**src/rtl/binary_down_counter_par_load_pkg.sv**
```systemverilog
// Shared types for the loadable down-counter/timer.
// State encoding and default width.
package binary_down_counter_par_load_pkg;

  localparam int DEFAULT_WIDTH = 4;

  typedef enum logic [1:0] {
    IDLE    = 2'b00,
    RUN     = 2'b01,
    EXPIRED = 2'b10
  } state_t;

endpackage

```
**src/rtl/binary_down_counter_par_load.sv**
```systemverilog
// Loadable binary down-counter / interval timer.
// One-shot or auto-reload, borrow cascades to next stage.
module binary_down_counter_par_load
  import binary_down_counter_par_load_pkg::*;
#(
  parameter int WIDTH = DEFAULT_WIDTH
) (
  input  logic             CLK,
  input  logic             Clear,
  input  logic [WIDTH-1:0] Data_in,
  input  logic             Load,
  input  logic             Count,
  input  logic             Auto_reload,
  output logic [WIDTH-1:0] A_count,
  output logic             B_out,
  output logic             Done,
  output logic             Busy
);

  state_t           state;
  logic [WIDTH-1:0] reload;

  // Terminal count: Load always wins over the borrow.
  assign B_out = Count & ~Load
               & (state == RUN)
               & (A_count == '0);

  assign Busy = (state == RUN);

  // Counter, reload register and mode FSM.
  always_ff @(posedge CLK or negedge Clear) begin
    if (!Clear) begin
      A_count <= '0;
      reload  <= '0;
      Done    <= 1'b0;
      state   <= IDLE;
    end else begin
      Done <= B_out;
      if (Load) begin
        A_count <= Data_in;
        reload  <= Data_in;
        state   <= RUN;
      end else begin
        unique case (state)
          RUN: begin
            if (Count) begin
              if (A_count == '0) begin
                if (Auto_reload) begin
                  A_count <= reload;
                end else begin
                  state <= EXPIRED;
                end
              end else begin
                A_count <= A_count - 1'b1;
              end
            end
          end
          IDLE, EXPIRED: begin
          end
          default: state <= IDLE;
        endcase
      end
    end
  end

endmodule

```
**config.mk**
```make
export PLATFORM = sky130hd
export DESIGN_NAME = binary_down_counter_par_load
export DESIGN_NICKNAME = d
export VERILOG_FILES = /design/src/rtl/binary_down_counter_par_load_pkg.sv /design/src/rtl/binary_down_counter_par_load.sv
export SDC_FILE = /design/constraint.sdc
export NUM_CORES = 1
export LEC_CHECK = 0
export ABC_AREA = 1
export CAP_MARGIN = 10
export CORE_AREA = 2 2 39 41
export DETAILED_ROUTE_END_ITERATION = 6
export DIE_AREA = 0 0 41 43
export DONT_BUFFER_PORTS = 1
export HOLD_SLACK_MARGIN = 0.02
export PLACE_DENSITY_LB_ADDON = 0.05
export SYNTH_ARGS = -nofsm -noshare
export SYNTH_HDL_FRONTEND = slang
export SYNTH_SLANG_ARGS = --single-unit
```
**constraint.sdc**
```tcl
create_clock -name CLK -period 1.94 [get_ports CLK]
set_clock_uncertainty 0.1 [all_clocks]
set_input_delay 0.097 -clock CLK [delete_from_list [all_inputs] [get_ports CLK]]
set_output_delay 0.097 -clock CLK [all_outputs]
set_load 0.01 [all_outputs]
```
* Word-level counts from Yosys, hierarchy flattened
Cells that the tools add are included.
** Word-level totals
- Output and inout bits :: 7
- Bits of input ports :: 9
- Logic and storage cells :: 33
- Register bits after elaboration :: 11
** Cells by class
- Reduce and logical (&&, ||, !) cells :: 7
- $add $sub $neg :: 1
- Equality and inequality tests :: 7
- Muxes and demuxes :: 10
- Bitwise operators :: 4
** Operators with widths (count)
- $mux 4 :: 5
- $ne 3x3->1 const B :: 3
- $mux 2 :: 4
- $logic_not 4->1 :: 1
- $pmux 2 s2 :: 1
- $reduce_and 4->1 :: 1
- $reduce_bool 2->1 :: 2
- $sub 4x1->4 const B :: 1
- $and 1x1->1 :: 3
- $ne 3x2->1 const B :: 1
- $reduce_and 3->1 :: 1
- $eq 2x1->1 const B :: 1
- $eq 2x2->1 const B :: 1
- $logic_not 2->1 :: 1
- $ne 2x2->1 const B :: 1
- $reduce_or 2->1 :: 1
- $not 1->1 :: 1

* Logic depth before layout (Yosys ltp)
Gate-level depths: netlist (run 1).
- Depth in word-level cells :: 5
- Depth in mapped cells :: 8
- Depth with buffers taken out :: 8

* Least setup slack after synthesis (run 1)
No wires, ideal clock.
- Kind :: reg-to-reg
- Start point :: register A_count[0]
- End point :: register A_count[0]
- Stages on the path, launching flop included :: 8
- Path buffers :: 0
- Path slack :: 0.537 ns
- Required time :: 1.721 ns
- Arrival time :: 1.184 ns
- Setup time :: 0.119 ns
- Clock period less this slack :: 1.403 ns
- Cell sequence :: dfrtp_1 inv_1 ha_1 nand3b_2 nand2_2 nand2_2 nand2_1 o21ai_2
** On the way
- Longest elaborated chain between the ends :: 5
- Elaborated cells between the ends (all ways) :: 8
- Those cells by class :: 1 x add/sub; 1 x eq/ne; 4 x mux; 2 x reduce/logical
** RTL lines
- start: declaration :: line binary_down_counter_par_load.sv:14 : output logic [WIDTH-1:0] A_count,
- start signal: assignment :: line binary_down_counter_par_load.sv:40 : A_count <= Data_in;
- start signal: assignment :: line binary_down_counter_par_load.sv:49 : A_count <= reload;
- start signal: assignment :: line binary_down_counter_par_load.sv:54 : A_count <= A_count - 1'b1;
- $sub 4x1->4 / $logic_not 4->1 (equally long branches) :: line binary_down_counter_par_load.sv:54, binary_down_counter_par_load.sv:47
- $mux 4 :: line binary_down_counter_par_load.sv:47 : if (A_count == '0) begin
- $mux 4 :: line binary_down_counter_par_load.sv:46 : if (Count) begin
- $mux 4 :: line binary_down_counter_par_load.sv:44 : unique case (state)
- $mux 4 :: line binary_down_counter_par_load.sv:39 : if (Load) begin
Several ways; a longest one is shown, not always the timed one. The select of a mux whose other input is x is not followed.
A chain may end at the register's enable or synchronous reset.

* Final worst setup path (run 1)
- Start point :: register A_count[0]
- End point :: output B_out
** On the way
- Longest elaborated chain between the ends :: 2
** RTL lines
- $logic_not 4->1 :: line binary_down_counter_par_load.sv:26 : & (A_count == '0);
- $and 1x1->1 :: line binary_down_counter_par_load.sv:26
- end: declaration :: line binary_down_counter_par_load.sv:15 : output logic B_out,
No other way between the ends.

==> metrics.cfg, run 1 <==
[setup_path]
crit_end = B_out
r2r_slack_ps = 370
r2r_cells = 7
critical_path.startpoint = A_count[0]
crit_required_ps = 1740
critPathMaxFanout = 6
critPathLaunchType = flop
criticalPathCategory = reg2out
arrival_ps = 1540
worst_setup_path_end_kind = output pin
worstReg2RegStart = A_count[0]
r2r-end = A_count[0]

[sta]
rsz0062_at_grt = false
maxSlewViolCount = 0
max_freq_mhz = 577
hold_viol = 0
tightest_slew_ps = 501
setup_tns_ps = 0
max-slew-margin-rel = 0.665
period_minus_slack_ps = 1730
setup-violations-final = 0
timing.final.crit_share = 0.894

[die]
coreArea_sq_um = 1380
die_h_um = 43
io_pins = 16
die_area_sq_um = 1760
die_w_um = 41
initial_core_util = 0.432
num_rows = 14

[cells_and_area]
diodes = 0
syn2layout_area_growth_pct = 22.0
nets = 104
drive_above_1_share = 0.108
fin_area_sq_um = 729
final_cells = 109

[logic_synthesis]
synth_cell_types = 17
synth_top_area_frac = 0.460
synth_top_area_cell = dfrtp_1
yosys_register_bits = 11
synth.net_count = 91
avgSynthCellArea_sq_um = 7.38
yosys_warnings = 0
syn_area_sq_um = 598
synth_most_common_cell = nand2_1
ys_seq_area_frac = 0.460
synth_area_leaders = dfrtp_1 (46%), nand2_1 (15%), nand3_1 (8.4%)
syn-instance-count = 81
async_flop_share = 1.00
synth_edf_count = 0
synth_common_cells = nand2_1 (24), dfrtp_1 (11), inv_1 (11)
ys.flop_type = dfrtp_1

[pwr]
powerDensity_nw_per_um2 = 890
power.total_uw = 649
peakVddDrop_mv = 0.445
p_leak_uw = 0.000369

[route]
remaining_drc_errors = 0
vias_per_cell = 4.88
routed_wl_um = 1290
dr.first_iter.drc_count = 5
vias = 532
antenna_left = 0
drt_pass1_iterations = 4
avgRoutedWirePerCell_um = 11.8

[clocking]
htree_num_levels = 1
cts_tree = built
insertion_delay_ps = 270
cts_buffer_depth = 2
path_clk_slew_ps = 70
numClockSinks = 11
cts_root_buffer = clkbuf_4
cts_buffers = 3

[global_route]
grt_pass1_vias = 503
antenna_found_initial = 0
grt_use_total = 0.181
grt_max_degree = 12
grt_pass1_wl_um = 2070
grt_overflow = 0

[place]
hpwlAfterDp_um = 888
placedCellCount = 96
io_buffers = 0
dpl_cell_area_sq_um = 613
gp_congestion = 0.762

[run_status]
status = finished clean

[min_path]
hp-class = in2reg

[flow_run]
maxCapViolations = 0

[flip-flops by register name, summed over array words and instances, names as in the netlist]
name	cells
A_count	4
Done	1
reload	4
state	2
[through the flow]
| step | util | worst slack, ps | hold WS [ps] |
|---|---|---|---|
| finish | 0.527 | 206 | 99.2 |
| global route | 0.527 | 109 | 147 |
| CTS | 0.527 | 192 | 104 |
| detailed placement | 0.443 | 378 | -298 |
| global placement | 0.443 | 389 | -298 |
| floorplan | - | 537 | -299 |
[worst min-delay path by stage]
stage / from / endpoint / depth (start not counted)
floorplan: Clear / A_count[0] / 0
global placement: Clear / state[1] / 0
detailed placement: Clear / Done / 0
CTS: Auto_reload / A_count[2] / 5
global route: Auto_reload / A_count[2] / 5
finish: Auto_reload / A_count[2] / 5
[report_power, final]
group          total [uW]  internal (uW)  switching [uW]  leakage (uW)
registers             305            260            44.7      0.000133
clock network         158           79.6            78.9     0.0000150
logic                 186           73.5             112      0.000221
[cells by family (layout without fill, tap and decap cells)]
family | count (synthesis) | in the layout | synth area share
AO/OA/AOI/OAI | 10 | 10 | 0.0962
adder cells (fa/ha/maj) | 1 | 1 | 0.0209
buffers and inverters | 14 | 26 | 0.0899
flip-flops | 11 | 11 | 0.460
AND/OR/NAND/NOR | 45 | 45 | 0.333
[layout by cell type, fill, tap and decap left out, drive strengths merged]
cell,count
a21oi,2
clkbuf,4
clkinv,1
dfrtp,11
dlygate4sd3,9
ha,1
inv,12
nand2,26
nand3,10
nand3b,1
nor2,8
o21ai,7
o32ai,1
[worst max-delay path: stages, from the launching register on]
cell     delay [ps]
dfrtp_1         440
inv_1           150
ha_1            300
nand2_1         140
nor2_1          250
[cell type report]
cell class | count | area [sq um]
Clock buffer | 4 | 26.3
Timing Repair Buffer | 9 | 90.1
Tap cell | 16 | 20.0
Fill cell | 140 | 654
Sequential cell | 11 | 275
Inverter | 13 | 48.8
Multi-Input combinational cell | 56 | 269
[per-layer routing]
layer	vias up	global-route usage	part of all wire
met1	229	0.223	0.50
met2	16	0.256	0.40
li1	283	-	-
met5	-	0	0
met3	4	0.0576	0.071
met4	0	0.120	0.022
[repair_timing]
item | in CTS | in global routing
resized for setup | 0 | 0
buffers inserted | 0 | 0
hold buffers | 9 | 0
hold endpoints to repair | 21 | 0
Note: power is estimated with default switching activity, not from simulation.
==> run 2: changes to the inputs <==
CORE_AREA = 3 3 40 42   (was 2 2 39 41)
DIE_AREA = 0 0 43 45   (was 0 0 41 43)
==> metrics.cfg, run 2 (synthesis results as in run 1) <==
[setup_path]
criticalPathCategory = reg2out  ; unchanged
r2r-end = A_count[3]  ; was A_count[0]
r2r_slack_ps = 420  ; was 370 ps
worstReg2RegStart = A_count[0]  ; unchanged
critPathLaunchType = flop  ; unchanged
crit_required_ps = 1740  ; about the same
worst_setup_path_end_kind = output pin  ; unchanged
critPathMaxStageDelay_ps = 430  ; was 440 ps
crit_slowest_cell = dfrtp_1  ; unchanged
r2r_cells = 8  ; was 7
arrival_ps = 1520  ; was 1540 ps
worstPathCellList = inv_1 > ha_1 > nand2_1 > nor2_1  ; unchanged
critPathMaxFanout = 6  ; unchanged

[die]
num_rows = 13  ; was 14
io_pins = 16  ; unchanged
die_h_um = 45  ; was 43 um
die_w_um = 43  ; was 41 um
coreArea_sq_um = 1280  ; was 1380 sq um
initial_core_util = 0.465  ; was 0.432
die_area_sq_um = 1940  ; was 1760 sq um

[cells_and_area]
drive_above_1_share = 0.108  ; unchanged
final_util = 0.567  ; was 0.527
diodes = 0  ; unchanged
syn2layout_area_growth_pct = 21.8  ; was 22.0%
top_regs = A_count (4), reload (4), state (2)  ; unchanged
mostFrequentLayoutCell = nand2_1  ; unchanged
nets = 104  ; unchanged
mostFrequentLayoutCells = nand2_1 (24), dfrtp_1 (11), inv_1 (11)  ; unchanged

[global_route]
grt_use_total = 0.159  ; was 0.181
grt_overflow = 0  ; unchanged
grt_pass1_vias = 525  ; was 503
antenna_found_initial = 0  ; unchanged
grt_max_degree = 12  ; unchanged
grt_pass1_wl_um = 2300  ; was 2070 um

[min_path]
hp-class = in2reg  ; unchanged
min_delay_path_depth = 5  ; unchanged
hold_path_startpoint = Auto_reload  ; unchanged
min_to = A_count[2]  ; unchanged

[clocking]
cts_tree = built  ; unchanged
cts_buffer_depth = 2  ; unchanged
cts_buffers = 3  ; unchanged
numClockSinks = 11  ; unchanged
htree_num_levels = 1  ; unchanged
cts_root_buffer = clkbuf_4  ; unchanged
insertion_delay_ps = 260  ; was 270 ps
path_clk_slew_ps = 70  ; about the same
cts_setup_buffers = 0  ; unchanged

[place]
gp_congestion = 0.774  ; was 0.762
io_buffers = 0  ; unchanged
hpwlAfterDp_um = 921  ; was 888 um
place_ws_ps = 410  ; was 378 ps

[sta]
max_freq_mhz = 582  ; was 577 MHz
setup-violations-final = 0  ; unchanged
hold_viol = 0  ; unchanged
tightest_slew_ps = 490  ; was 501 ps
period_minus_slack_ps = 1720  ; was 1730 ps
setup_tns_ps = 0  ; unchanged
max-slew-margin-rel = 0.672  ; was 0.665
maxSlewViolCount = 0  ; unchanged
rsz0062_at_grt = false  ; unchanged
layout_setup_ws_ps = 223  ; was 206 ps
timing.final.crit_share = 0.885  ; was 0.894

[route]
routed_wl_um = 1220  ; was 1290 um
avgRoutedWirePerCell_um = 11.3  ; was 11.8 um
vias_per_cell = 4.83  ; was 4.88
drt_pass1_iterations = 4  ; unchanged
dr.first_iter.drc_count = 10  ; was 5
vias = 522  ; was 532
antenna_left = 0  ; unchanged
remaining_drc_errors = 0  ; unchanged

[pwr]
p_leak_uw = 0.000369  ; unchanged
peakVddDrop_mv = 0.381  ; was 0.445 mV
power.total_uw = 645  ; was 649 uW
powerDensity_nw_per_um2 = 886  ; was 890 nW/um^2

[run_status]
status = finished clean  ; unchanged

[flow_run]
maxCapViolations = 0  ; unchanged

[run 2: cell counts in the layout (fill, tap and decap cells not counted)]
No cell type changed its count.
[run 2: worst max path at each step]
stage,to,cells past startpoint,startpoint
6_report,B_out,4,A_count[0]
4_1_cts,B_out,4,A_count[0]
3_3_place_gp,A_count[0],7,A_count[0]
5_1_grt,B_out,4,A_count[0]
2_1_floorplan,A_count[0],7,A_count[0]
3_5_place_dp,A_count[3],7,A_count[0]
[run 2: report_power, final]
part	switching, uW	internal (uW)
Sequential	44.6	260
Clock	78.2	79.5
Combinational	110	72.8
Total	233	412
[run 2: timing repair]
item / 4_1_cts / 5_1_grt
gates resized for setup: 0 / 0
endpoints found under the setup margin: 0 / 0
hold endpoints to repair: 21 / 0
hold buffers: 9 / 0
[run 2: per-stage QoR]
stage,hold WS (ps),cells,area (sq um)
after floorplan,-299,81,598
after global placement,-298,95,612
after detailed placement,-298,95,612
after CTS,129,108,728
after global routing,172,108,728
final,108,108,728
[run 2: per-layer routing]
| metal | track usage | vias up | wire length (um) |
|---|---|---|---|
| li1 | - | 282 | - |
| met1 | 0.214 | 226 | 572 |
| met2 | 0.240 | 10 | 552 |
| met3 | 0.0319 | 4 | 66 |
| met4 | 0.0904 | 0 | 24 |
| met5 | 0 | - | 0 |
[run 2: critical path: cells and delay by family (launching register included)]
family / cells / cell delay [ps]
and+or+nand+nor: 2 / 390
DFF: 1 / 430
buffers and inverters: 1 / 150
adders and majority gates: 1 / 290
[run 2: area by class of cell]
cell class	count	area, sq um
Tap cell	15	18.8
Sequential cell	11	275
Fill cell	125	557
Timing Repair Buffer	9	90.1
Multi-Input combinational cell	56	269
Clock buffer	4	26.3
Inverter	13	48.8
==> run 3: changes to the inputs <==
MAX_ROUTING_LAYER = met4   (was unset)
==> metrics.cfg, run 3 (synthesis results as in run 1) <==
[pwr]
p_clk_frac = 0.244  ; about the same
p_leak_uw = 0.000369  ; unchanged
p_switching_uw = 233  ; about the same
p_sw_frac = 0.361  ; about the same
internal-power_uw = 412  ; about the same
comb_power_share = 0.284  ; about the same
seq_power_share = 0.472  ; about the same
peakVddDrop_mv = 0.381  ; about the same
powerDensity_nw_per_um2 = 886  ; about the same

[setup_path]
worstPathCellList = inv_1 > ha_1 > nand2_1 > nor2_1  ; unchanged
r2r-end = A_count[2]  ; was A_count[3]
crit_required_ps = 1740  ; about the same
critPathMaxStageDelay_ps = 430  ; about the same
crit_slowest_cell = dfrtp_1  ; unchanged
arrival_ps = 1520  ; about the same
worst_setup_path_end_kind = output pin  ; unchanged
critPathLaunchType = flop  ; unchanged
worstReg2RegStart = A_count[0]  ; unchanged
critPathMaxFanout = 6  ; unchanged
r2r_cells = 8  ; unchanged
criticalPathCategory = reg2out  ; unchanged
r2r_slack_ps = 410  ; was 420 ps

[global_route]
grt_pass1_wl_um = 2290  ; was 2300 um
antenna_found_initial = 0  ; unchanged
grt_use_total = 0.164  ; was 0.159
grt_max_degree = 12  ; unchanged
grt_pass1_vias = 524  ; was 525
grt_overflow = 0  ; unchanged

[sta]
tightest_slew_ps = 490  ; about the same
period_minus_slack_ps = 1710  ; was 1720 ps
rsz0062_at_grt = false  ; unchanged
setup-violations-final = 0  ; unchanged
hold_viol = 0  ; unchanged
max-slew-margin-rel = 0.672  ; about the same
layout_setup_ws_ps = 225  ; was 223 ps
maxSlewViolCount = 0  ; unchanged
timing.final.crit_share = 0.884  ; was 0.885
max_freq_mhz = 583  ; was 582 MHz
whs_ps = 109  ; was 108 ps
setup_tns_ps = 0  ; unchanged

[clocking]
cts_buffers = 3  ; unchanged
cts_hold_buf = 9  ; unchanged
htree_num_levels = 1  ; unchanged
cts_tree = built  ; unchanged
cts_buffer_depth = 2  ; unchanged
path_clk_slew_ps = 70  ; about the same
cts_root_buffer = clkbuf_4  ; unchanged
cts.repair.resized = 0  ; unchanged
numClockSinks = 11  ; unchanged
cts_setup_buffers = 0  ; unchanged
insertion_delay_ps = 260  ; about the same

[route]
drt_pass1_iterations = 4  ; unchanged
routed_wl_um = 1220  ; about the same
vias_per_cell = 4.82  ; was 4.83
dr.first_iter.drc_count = 10  ; unchanged
antenna_left = 0  ; unchanged
avgRoutedWirePerCell_um = 11.3  ; about the same
vias = 521  ; was 522
remaining_drc_errors = 0  ; unchanged

[place]
place_ws_ps = 410  ; unchanged
hpwlAfterDp_um = 921  ; unchanged
io_buffers = 0  ; unchanged
dpl_cell_area_sq_um = 612  ; unchanged
gp_congestion = 0.785  ; was 0.774

[die]
num_rows = 13  ; unchanged
die_area_sq_um = 1940  ; unchanged
coreArea_sq_um = 1280  ; unchanged
initial_core_util = 0.465  ; unchanged
io_pins = 16  ; unchanged
die_h_um = 45  ; unchanged
die_w_um = 43  ; unchanged

[cells_and_area]
mostFrequentLayoutCells = nand2_1 (24), dfrtp_1 (11), inv_1 (11)  ; unchanged
final_util = 0.567  ; unchanged
nets = 104  ; unchanged
fin_area_sq_um = 728  ; unchanged
top_regs = A_count (4), reload (4), state (2)  ; unchanged
drive_above_1_share = 0.108  ; unchanged
syn2layout_area_growth_pct = 21.8  ; unchanged
diodes = 0  ; unchanged
mostFrequentLayoutCell = nand2_1  ; unchanged

[min_path]
hp-class = in2reg  ; unchanged
hold_path_startpoint = Auto_reload  ; unchanged
min_delay_path_depth = 5  ; unchanged
min_to = A_count[2]  ; unchanged

[run_status]
status = finished clean  ; unchanged

[flow_run]
maxCapViolations = 0  ; unchanged

run 3: area by class of cell:
cell class	count	area (sq um)
Fill cell	125	557
Sequential cell	11	275
Multi-Input combinational cell	56	269
Timing Repair Buffer	9	90.1
Inverter	13	48.8
Clock buffer	4	26.3
Tap cell	15	18.8
run 3: worst max-delay path, delay by kind of cell (launching register included):
kind / cells / cell delay (ps)
flip-flops: 1 / 430
AND/OR/NAND/NOR: 2 / 390
adder cells (fa/ha/maj): 1 / 290
buffers and inverters: 1 / 150
run 3: layer usage:
metal	up-vias	track usage	share of wire
met5	-	-	0
met4	0	0.0904	0.020
met3	4	0.0319	0.054
met2	10	0.240	0.45
met1	225	0.214	0.47
li1	282	-	-
run 3: worst max-delay path by stage:
stage,to,from,slack (ps),cells after the start
after detailed placement,A_count[3],A_count[0],410,7
after CTS,B_out,A_count[0],190,4
final,B_out,A_count[0],230,4
after floorplan,A_count[0],A_count[0],540,7
after global routing,B_out,A_count[0],70,4
after global placement,A_count[0],A_count[0],440,7
run 3: power groups by stage:
stage          clock network [uW]  registers (uW)  logic (uW)
6_report                      158             305         183
5_1_grt                       171             312         218
4_1_cts                       162             306         185
3_5_place_dp                    0             311         161
3_3_place_gp                    0             311         163
2_1_floorplan                   0             301         142
run 3: per-stage QoR:
| stage | total power (uW) | std cells |
|---|---|---|
| finish | 645 | 108 |
| floorplan | 443 | 81 |
| global route | 700 | 108 |
| detailed placement | 472 | 95 |
| global placement | 474 | 95 |
| CTS | 654 | 108 |
